[src/rtl/series_accumulator.sv]
// -----------------------------------------------------------------------------
// series_accumulator
//
// Purpose:
//   Sums NUM_TERMS consecutive sign-magnitude product terms from the sine
//   datapath multiplier. When ALTERNATE_SIGN is set, the sign of every
//   odd-indexed term (1, 3, ...) is inverted, giving x - x^3/3! + x^5/5! ...
//   The magnitude saturates at full scale, and a sticky flag reports any
//   saturation. The finished sum is offered on an avail/get handshake.
//
// Ports:
//   clk        in   1      clock, rising edge
//   rst_n      in   1      asynchronous active-low reset
//   pre_avail  in   1      upstream term valid
//   pre_get    out  1      term accepted this cycle (depends on state only)
//   pre_data   in   FXD_N  sign-magnitude term (bit FXD_N-1 = sign)
//   post_avail out  1      result valid
//   post_get   in   1      downstream accepts the result
//   post_data  out  FXD_N  sign-magnitude sum, never negative zero
//   post_ovf   out  1      saturation occurred in this result
// -----------------------------------------------------------------------------
module series_accumulator #(
  parameter int FXD_Q          = 4,
  parameter int FXD_N          = 8,
  parameter int NUM_TERMS      = 4,
  parameter int ALTERNATE_SIGN = 1
) (
  input  logic             clk,
  input  logic             rst_n,
  input  logic             pre_avail,
  output logic             pre_get,
  input  logic [FXD_N-1:0] pre_data,
  output logic             post_avail,
  input  logic             post_get,
  output logic [FXD_N-1:0] post_data,
  output logic             post_ovf
);

  localparam int MAG_W = FXD_N - 1;
  localparam int CNT_W = 8;
  localparam logic [MAG_W-1:0] MAG_MAX  = '1;
  localparam logic [CNT_W-1:0] LAST_IDX = CNT_W'(NUM_TERMS - 1);
  localparam logic             ALT_EN   = (ALTERNATE_SIGN != 0);

  // Parameter legality is checked at elaboration time.
  if (NUM_TERMS < 1 || NUM_TERMS > 255) begin : g_bad_num_terms
    $error("series_accumulator: NUM_TERMS must be in 1..255");
  end
  if (FXD_Q < 0 || FXD_Q > FXD_N - 1) begin : g_bad_fxd_q
    $error("series_accumulator: FXD_Q must be in 0..FXD_N-1");
  end

  typedef enum logic {
    ACCUM = 1'b0,
    DONE  = 1'b1
  } state_e;

  state_e           state_q, state_d;
  logic             acc_sign_q, acc_sign_d;
  logic [MAG_W-1:0] acc_mag_q, acc_mag_d;
  logic [CNT_W-1:0] count_q, count_d;
  logic             ovf_q, ovf_d;

  logic             term_sign;
  logic [MAG_W-1:0] term_mag;
  logic [MAG_W:0]   mag_sum;
  logic             sum_sign;
  logic [MAG_W-1:0] sum_mag;
  logic             sum_sat;
  logic             in_xfer;
  logic             out_xfer;

  // Gated by rst_n so no term can be claimed while reset is held, even
  // though the state register already reads ACCUM.
  assign pre_get    = rst_n && (state_q == ACCUM);
  assign post_avail = (state_q == DONE);
  assign post_data  = post_avail ? {acc_sign_q, acc_mag_q} : '0;
  assign post_ovf   = post_avail && ovf_q;

  assign in_xfer  = pre_get && pre_avail;
  assign out_xfer = post_avail && post_get;

  // Sign-magnitude adder. The accumulator never holds negative zero, and a
  // zero-magnitude term is forced to +0 before the sign comparison.
  always_comb begin
    // NOTE: every combinational output gets a default first so no path
    // leaves it unassigned, which would infer a latch.
    term_mag  = pre_data[MAG_W-1:0];
    term_sign = (pre_data[FXD_N-1] ^ (ALT_EN & count_q[0])) & (term_mag != '0);
    mag_sum   = {1'b0, acc_mag_q} + {1'b0, term_mag};
    sum_sign  = 1'b0;
    sum_mag   = '0;
    sum_sat   = 1'b0;

    if (term_sign == acc_sign_q) begin
      sum_sign = acc_sign_q;
      if (mag_sum[MAG_W]) begin
        sum_mag = MAG_MAX;
        sum_sat = 1'b1;
      end else begin
        sum_mag = mag_sum[MAG_W-1:0];
      end
    end else if (acc_mag_q > term_mag) begin
      sum_sign = acc_sign_q;
      sum_mag  = acc_mag_q - term_mag;
    end else if (term_mag > acc_mag_q) begin
      sum_sign = term_sign;
      sum_mag  = term_mag - acc_mag_q;
    end

    if (sum_mag == '0) begin
      sum_sign = 1'b0;
    end
  end

  // Next-state logic.
  always_comb begin
    state_d    = state_q;
    acc_sign_d = acc_sign_q;
    acc_mag_d  = acc_mag_q;
    count_d    = count_q;
    ovf_d      = ovf_q;

    unique case (state_q)
      ACCUM: begin
        if (in_xfer) begin
          acc_sign_d = sum_sign;
          acc_mag_d  = sum_mag;
          ovf_d      = ovf_q | sum_sat;
          count_d    = count_q + 1'b1;
          if (count_q == LAST_IDX) begin
            state_d = DONE;
          end
        end
      end
      DONE: begin
        // Upstream is ignored here; the result is held until taken.
        if (out_xfer) begin
          state_d    = ACCUM;
          acc_sign_d = 1'b0;
          acc_mag_d  = '0;
          count_d    = '0;
          ovf_d      = 1'b0;
        end
      end
      default: state_d = ACCUM;
    endcase
  end

  always_ff @(posedge clk or negedge rst_n) begin
    // NOTE: state flops use non-blocking assignments so every register
    // samples pre-edge values regardless of statement order.
    if (!rst_n) begin
      state_q    <= ACCUM;
      acc_sign_q <= 1'b0;
      acc_mag_q  <= '0;
      count_q    <= '0;
      ovf_q      <= 1'b0;
    end else begin
      state_q    <= state_d;
      acc_sign_q <= acc_sign_d;
      acc_mag_q  <= acc_mag_d;
      count_q    <= count_d;
      ovf_q      <= ovf_d;
    end
  end

endmodule

[config.mk]
export PLATFORM = sky130hd
export DESIGN_NAME = series_accumulator
export DESIGN_NICKNAME = d
export VERILOG_FILES = /design/src/rtl/series_accumulator.sv
export SDC_FILE = /design/constraint.sdc
export NUM_CORES = 1
export LEC_CHECK = 0
export ABC_AREA = 0
export CORE_AREA = 10 10 81 83
export CTS_CLUSTER_DIAMETER = 60
export DETAILED_ROUTE_END_ITERATION = 7
export DIE_AREA = 0 0 91 93
export MAX_ROUTING_LAYER = met4
export PLACE_DENSITY_LB_ADDON = 0.25
export SLEW_MARGIN = 20
export SYNTH_ARGS = -nofsm -noshare
export SYNTH_HDL_FRONTEND = slang
export SYNTH_SLANG_ARGS = --single-unit
[constraint.sdc]
create_clock -name clk -period 3.51 [get_ports clk]
set_input_delay 0.5265 -clock clk [delete_from_list [all_inputs] [get_ports clk]]
set_output_delay 0.5265 -clock clk [all_outputs]
set_load 0.05 [all_outputs]
Yosys cells after proc, flatten, opt, wreduce, memory -nomap -nowiden

Cells that the tools add are included.

Register bits after elaboration: 18
Output and inout bits: 11
Word-level logic and storage cells: 55

Add/sub/neg operators: 4
Magnitude comparators: 2
Equality and inequality tests: 6
Multiplexer cells: 26
Bitwise operators: 4
Reduce and logical (&&, ||, !) cells: 8

Operator list:

| kind                                                  | count |
|---|---|
| 2-to-1 mux 7 bit                                      | 6 |
| 2-to-1 mux 8 bit                                      | 3 |
| one-hot mux 8 bit (2 select lines)                    | 1 |
| > comparator 7 bit                                    | 2 |
| one-hot mux 7 bit (2 select lines)                    | 1 |
| subtractor 7 bit                                      | 2 |
| 2-to-1 mux 1 bit                                      | 12 |
| adder 7 x 7 -> 8 bit                                  | 1 |
| adder 8 x 1 -> 8 bit, second input constant           | 1 |
| == test 8 x 2 -> 1 bit, second input constant         | 1 |
| zero test 7 bit                                       | 1 |
| nonzero test 7 bit                                    | 1 |
| inequality test 3 x 2 -> 1 bit, second input constant | 2 |
| one-hot mux 1 bit (2 select lines)                    | 3 |
| logical AND 1 bit                                     | 4 |
| AND reduction 4 bit                                   | 1 |
| inequality test 2 x 1 -> 1 bit, second input constant | 1 |
| inequality test 2 bit, second input constant          | 1 |
| AND reduction 2 bit                                   | 1 |
| bitwise AND 1 bit                                     | 1 |
| == test 1 bit                                         | 1 |
| NOT 1 bit                                             | 1 |
| OR 1 bit                                              | 1 |
| bitwise XOR 1 bit                                     | 1 |

Logic depth before layout (Yosys ltp)

Word-level depth: 8
Mapped depth: 11

Worst setup path before layout

No wires, ideal clock.

Kind: reg2reg
Start: register state_q (netlist: post_avail)
End: register count_q[7]
Data arrival time: 2.398 ns
Data required time: 3.381 ns
Slack: 0.983 ns
Cell stages (with the launch flop): 8
Buffers on the path: 1
Clock period less this slack: 2.527 ns
Path through: dfrtp_1 > nor2b_1 > nand2_1 > clkbuf_1 > a21oi_1 > nand3_1 > xor2_1 > nor2_1

Longest elaborated chain between the ends: 5
Elaborated cells between the ends (all ways): 8
Those cells by class: eq/ne: 2; mux: 1; bitwise: 1; reduce/logical: 4

RTL lines:

| item                                   | RTL line | source |
|---|---|---|
| start: declaration                     | 58       | `state_e state_q, state_d;` |
| start signal: assignment               | 160      | `state_q <= state_d;` |
| NOT 1 bit                              | -        |  |
| logical AND 1 bit                      | 75       | `assign pre_get = rst_n && (state_q == ACCUM);` |
| named net pre_get                      | 31       | `output logic pre_get,` |
| logical AND 1 bit                      | 80       | `assign in_xfer = pre_get && pre_avail;` |
| inequality test 2 bit (no source line) | -        |  |
| AND reduction 2 bit (no source line)   | -        |  |
| end signal: assignment                 | 163      | `count_q <= count_d;` |
| end: declaration                       | 61       | `logic [CNT_W-1:0] count_q, count_d;` |

The timed path passes the listed nets, and every way through them passes these cells.
A chain may end at the register's enable or synchronous reset.

Worst setup path after layout

Start: input pre_data[4]
End: register acc_sign_q

Longest elaborated chain between the ends: 8
Elaborated cells between the ends (all ways): 22
Those cells by class: add/sub: 3; order compare: 2; eq/ne: 3; mux: 10; bitwise: 1; reduce/logical: 3

RTL lines:

| item                                                         | RTL line | source |
|---|---|---|
| start: declaration                                           | 32       | `input logic [FXD_N-1:0] pre_data,` |
| subtractor 7 bit (tied with other cells)                     | 108      | `sum_mag = term_mag - acc_mag_q;` |
| 2-to-1 mux 7 bit / bitwise AND 1 bit (equally long branches) | 106, 89  |  |
| 2-to-1 mux 7 bit (tied with other cells)                     | 103      | `end else if (acc_mag_q > term_mag) begin` |
| 2-to-1 mux 7 bit / 2-to-1 mux 1 bit (equally long branches)  | 95, 103  |  |
| zero test 7 bit / 2-to-1 mux 1 bit (equally long branches)   | 111, 95  |  |
| 2-to-1 mux 1 bit                                             | 111      | `if (sum_mag == '0) begin` |
| 2-to-1 mux 1 bit                                             | 126      | `if (in_xfer) begin` |
| one-hot mux 1 bit (2 select lines)                           | 124      | `unique case (state_q)` |
| end signal: assignment                                       | 161      | `acc_sign_q <= acc_sign_d;` |
| end: declaration                                             | 59       | `logic acc_sign_q, acc_sign_d;` |

Parallel ways exist; a longest one is shown, timed or not. The select of a mux whose other input is x is not followed.

==> key figures <==
Power
  – Leakage dissipation: 1.10 nW
  – Max VDD drop: 0.446 mV
  – Sw Ratio: 51.2%
  – Sw power: 1.05 mW
  – Clock Power Share: 8.1%
  – PwrDens: 813 nW/um2
  – Comb power frac: 72.8%
  – Internal: 0.998 mW
  – Sequential power share: 19.0%
  – Final Power: 2.04 mW

STA
  – Tmin final: 3200 ps
  – Fin Setup TNS: 0 ps
  – Final Skew: 4.40 ps
  – Final Hold Viols: 0
  – Slew @ Worst Pin: 1000 ps
  – Slew margin rel.: 32.5%
  – Maximum clock rate: 0.313 GHz
  – Fin worst setup slack: 314 ps
  – Slew Viols, Final: 0
  – Crit share post-route: 91.1%
  – Setup violators final: 0
  – RSZ-0062 raised after global routing: false

Cells and area
  – Finished Core Util: 50.2%
  – ANT cells: 0
  – Syn-to-layout area delta: 16.8%
  – Fill cells: 472
  – Nets: 324
  – Ratio of cells with drive above 1 in the final layout: 11.2%

Worst setup path
  – R2R Path End: acc_sign_q
  – CP required: 3630 ps
  – Crit-path max FO: 8
  – R2R depth: 11
  – R2R Setup Slk: 760 ps
  – Worst EP arrival: 3310 ps
  – Worst r2r src: acc_mag_q[0]
  – CP Capture Type: flip-flop
  – Setup Crit Path Kind: input pin to flip-flop
  – Nature of the critical path startpoint: input pin

Clocking
  – Total CTS buffers: 3
  – # H-tree levels: 1
  – Clk slew on worst S/H paths: 70 ps
  – Post-CTS Hold Buffers: 0
  – Clock latency on the worst-skew pair: 250 ps
  – Post-cts sizing count: 0
  – Clk buf depth: 2
  – Clk sinks: 18
  – Root buffer cell: clkbuf_8
  – Post-CTS Setup Repair Bufs: 0
  – TritonCTS clock tree: done

Drt
  – 1st-pass router iterations: 4
  – DR vias/cell: 5.45
  – DRC violations left: 0
  – Post-DRT Antenna Nets: 0
  – WL final: 5.45 mm
  – Routed len/inst: 15.4 um
  – Vias: 1935
  – Initial DRC Count: 130

Global route
  – Tot GR Track Use: 13.2%
  – Vias in the first global route: 1981
  – Largest net degree at the start of global routing: 19
  – Gr ovfl total: 0
  – First-pass GRT wire length: 9.23 mm
  – Initial antenna violation count: 0

Synth
  – Syn nets: 296
  – Cell taking the most area after synthesis: dfrtp_1
  – Yosys warnings: 0
  – Synth async-reset ratio: 100%
  – Post-Syn Area per Cell: 8.34 um2
  – Synthesized cell area: 2150 um2
  – Sequential element share of the synthesized area: 20.9%
  – Synth top area share: 20.9%
  – Ys flop type: dfrtp_1
  – Post-synth EDFFs: 0
  – Seq cells post-synth: 18
  – Synth top area cells: dfrtp_1, ha_1, a21oi_1
  – Post-synth cell types: 64
  – Mapped Cells: 258

Die
  – Die height: 93 um
  – Area of the core: 5010 um2
  – I/O Pins: 23
  – Row count: 26
  – Initial Utilization: 43.0%
  – DIE AREA: 8460 um2
  – Die width: 91 um

Place
  – Detailed Place HPWL: 4.46 mm
  – Final GP Congestion: 0.919
  – IO Port Bufs: 22
  – Pre-CTS setup slack: 77.7 ps

Status
  – Status: completed

Flow run
  – Max-cap violations: 0

Worst hold path
  – Hold Path Cell Cnt: 1
  – Hold Path Class: flip-flop to flip-flop
  – Hold Path Sink: post_avail
  – Hold Crit Start: count_q[5]
==> through the flow <==
| stage | cells | hold WS, ps | area, um2 |
|---|---|---|---|
| 2_1_floorplan | 258 | 231 | 2150 |
| 3_3_place_gp | 351 | 484 | 2460 |
| 3_5_place_dp | 351 | 483 | 2460 |
| 4_1_cts | 355 | 499 | 2510 |
| 5_1_grt | 355 | 526 | 2510 |
| 6_report | 355 | 499 | 2510 |
==> power groups by stage <==
| stage | Clock, mW | Combinational (mW) | Sequential [mW] |
|---|---|---|---|
| 2_1_floorplan | 0 | 1.16 | 0.361 |
| 3_3_place_gp | 0 | 1.47 | 0.394 |
| 3_5_place_dp | 0 | 1.46 | 0.393 |
| 4_1_cts | 0.172 | 1.47 | 0.389 |
| 5_1_grt | 0.183 | 1.65 | 0.406 |
| 6_report | 0.166 | 1.49 | 0.389 |
==> cell usage in the layout (no fill, tap or decap), types with 8 or more instances in the layout <==
| cell type | Yosys | layout |
|---|---|---|
| a21o_1 | 8 | 8 |
| a21oi_1 | 21 | 21 |
| and2_1 | 15 | 15 |
| buf_4 | 1 | 12 |
| clkdlybuf4s50_1 | 0 | 21 |
| dfrtp_1 | 18 | 18 |
| ha_1 | 23 | 23 |
| inv_1 | 22 | 22 |
| nand2_1 | 14 | 14 |
| nand3_1 | 14 | 14 |
| nor2_1 | 13 | 13 |
| nor3_1 | 8 | 8 |
| o21ai_0 | 13 | 13 |
==> final cells by class <==
type / count / area (um2) / share of cell area (%)
clock buffer: 4 / 55.1 / 2.19
multi-input combinational: 208 / 1540 / 61.2
sequential: 18 / 450 / 17.9
timing repair buffer: 33 / 300 / 11.9
inverter: 22 / 82.6 / 3.29
tap: 70 / 87.6 / 3.48
==> how the worst max path moves through the flow <==
stage / startpoint / endpoint / slack [ps] / depth (start not counted)
after floorplan: post_avail / count_q[7] / 980 / 7
after global placement: pre_data[4] / acc_sign_q / 50 / 10
after detailed placement: pre_data[4] / acc_sign_q / 80 / 10
final: pre_data[4] / acc_sign_q / 310 / 10
after global routing: pre_data[4] / acc_sign_q / 200 / 10
after CTS: pre_data[4] / acc_sign_q / 350 / 10
==> cell usage after synthesis, drive strengths merged, types with 3 or more instances <==
cell and number:
o31a 3, xnor2 6, fa 3, a21oi 22, o21a 3, nand3 14
dfrtp 18, nor3 10, o21ai 15, and2 16, nor2 15, clkbuf 3
a41oi 3, a21o 8, nand2 14, xor2 7, nand2b 5, nand4 4
buf 6, inv 22, ha 23
==> logic make-up after synthesis <==
family,after synthesis,synth area share (%)
and+or+nand+nor,95,25.3
xor gates and xnor gates,13,5.64
AOI/OAI and AO/OA,73,23.8
adders and majority gates,26,16.2
buffers and inverters,32,7.62
muxes,1,0.465
DFF,18,20.9
==> sequential cells by signal (all words and copies together) (netlist names) <==
| register | cells |
|---|---|
| acc_mag_q | 7 |
| acc_sign_q | 1 |
| count_q | 8 |
| post_avail | 1 |
| ovf_q | 1 |
==> worst max-delay path, stage by stage <==
cell and delay (ps):
clkdlybuf4s50_1 620, inv_1 70, ha_1 510, a2111oi_1 120, buf_4 160, o31a_2 380, nor2_2 220, a22oi_1 160
nor4bb_1 380, a41oi_1 160
==> metal layers <==
layer  wire length (um)  global-route usage (%)  vias up
met1               2490                    15.9      901
met5                  0                       -        -
li1                   -                       -      977
met4                150                    4.83        0
met3                197                    1.20       12
met2               2620                    22.7       45
No activity file was read; power rests on OpenSTA's default activity.
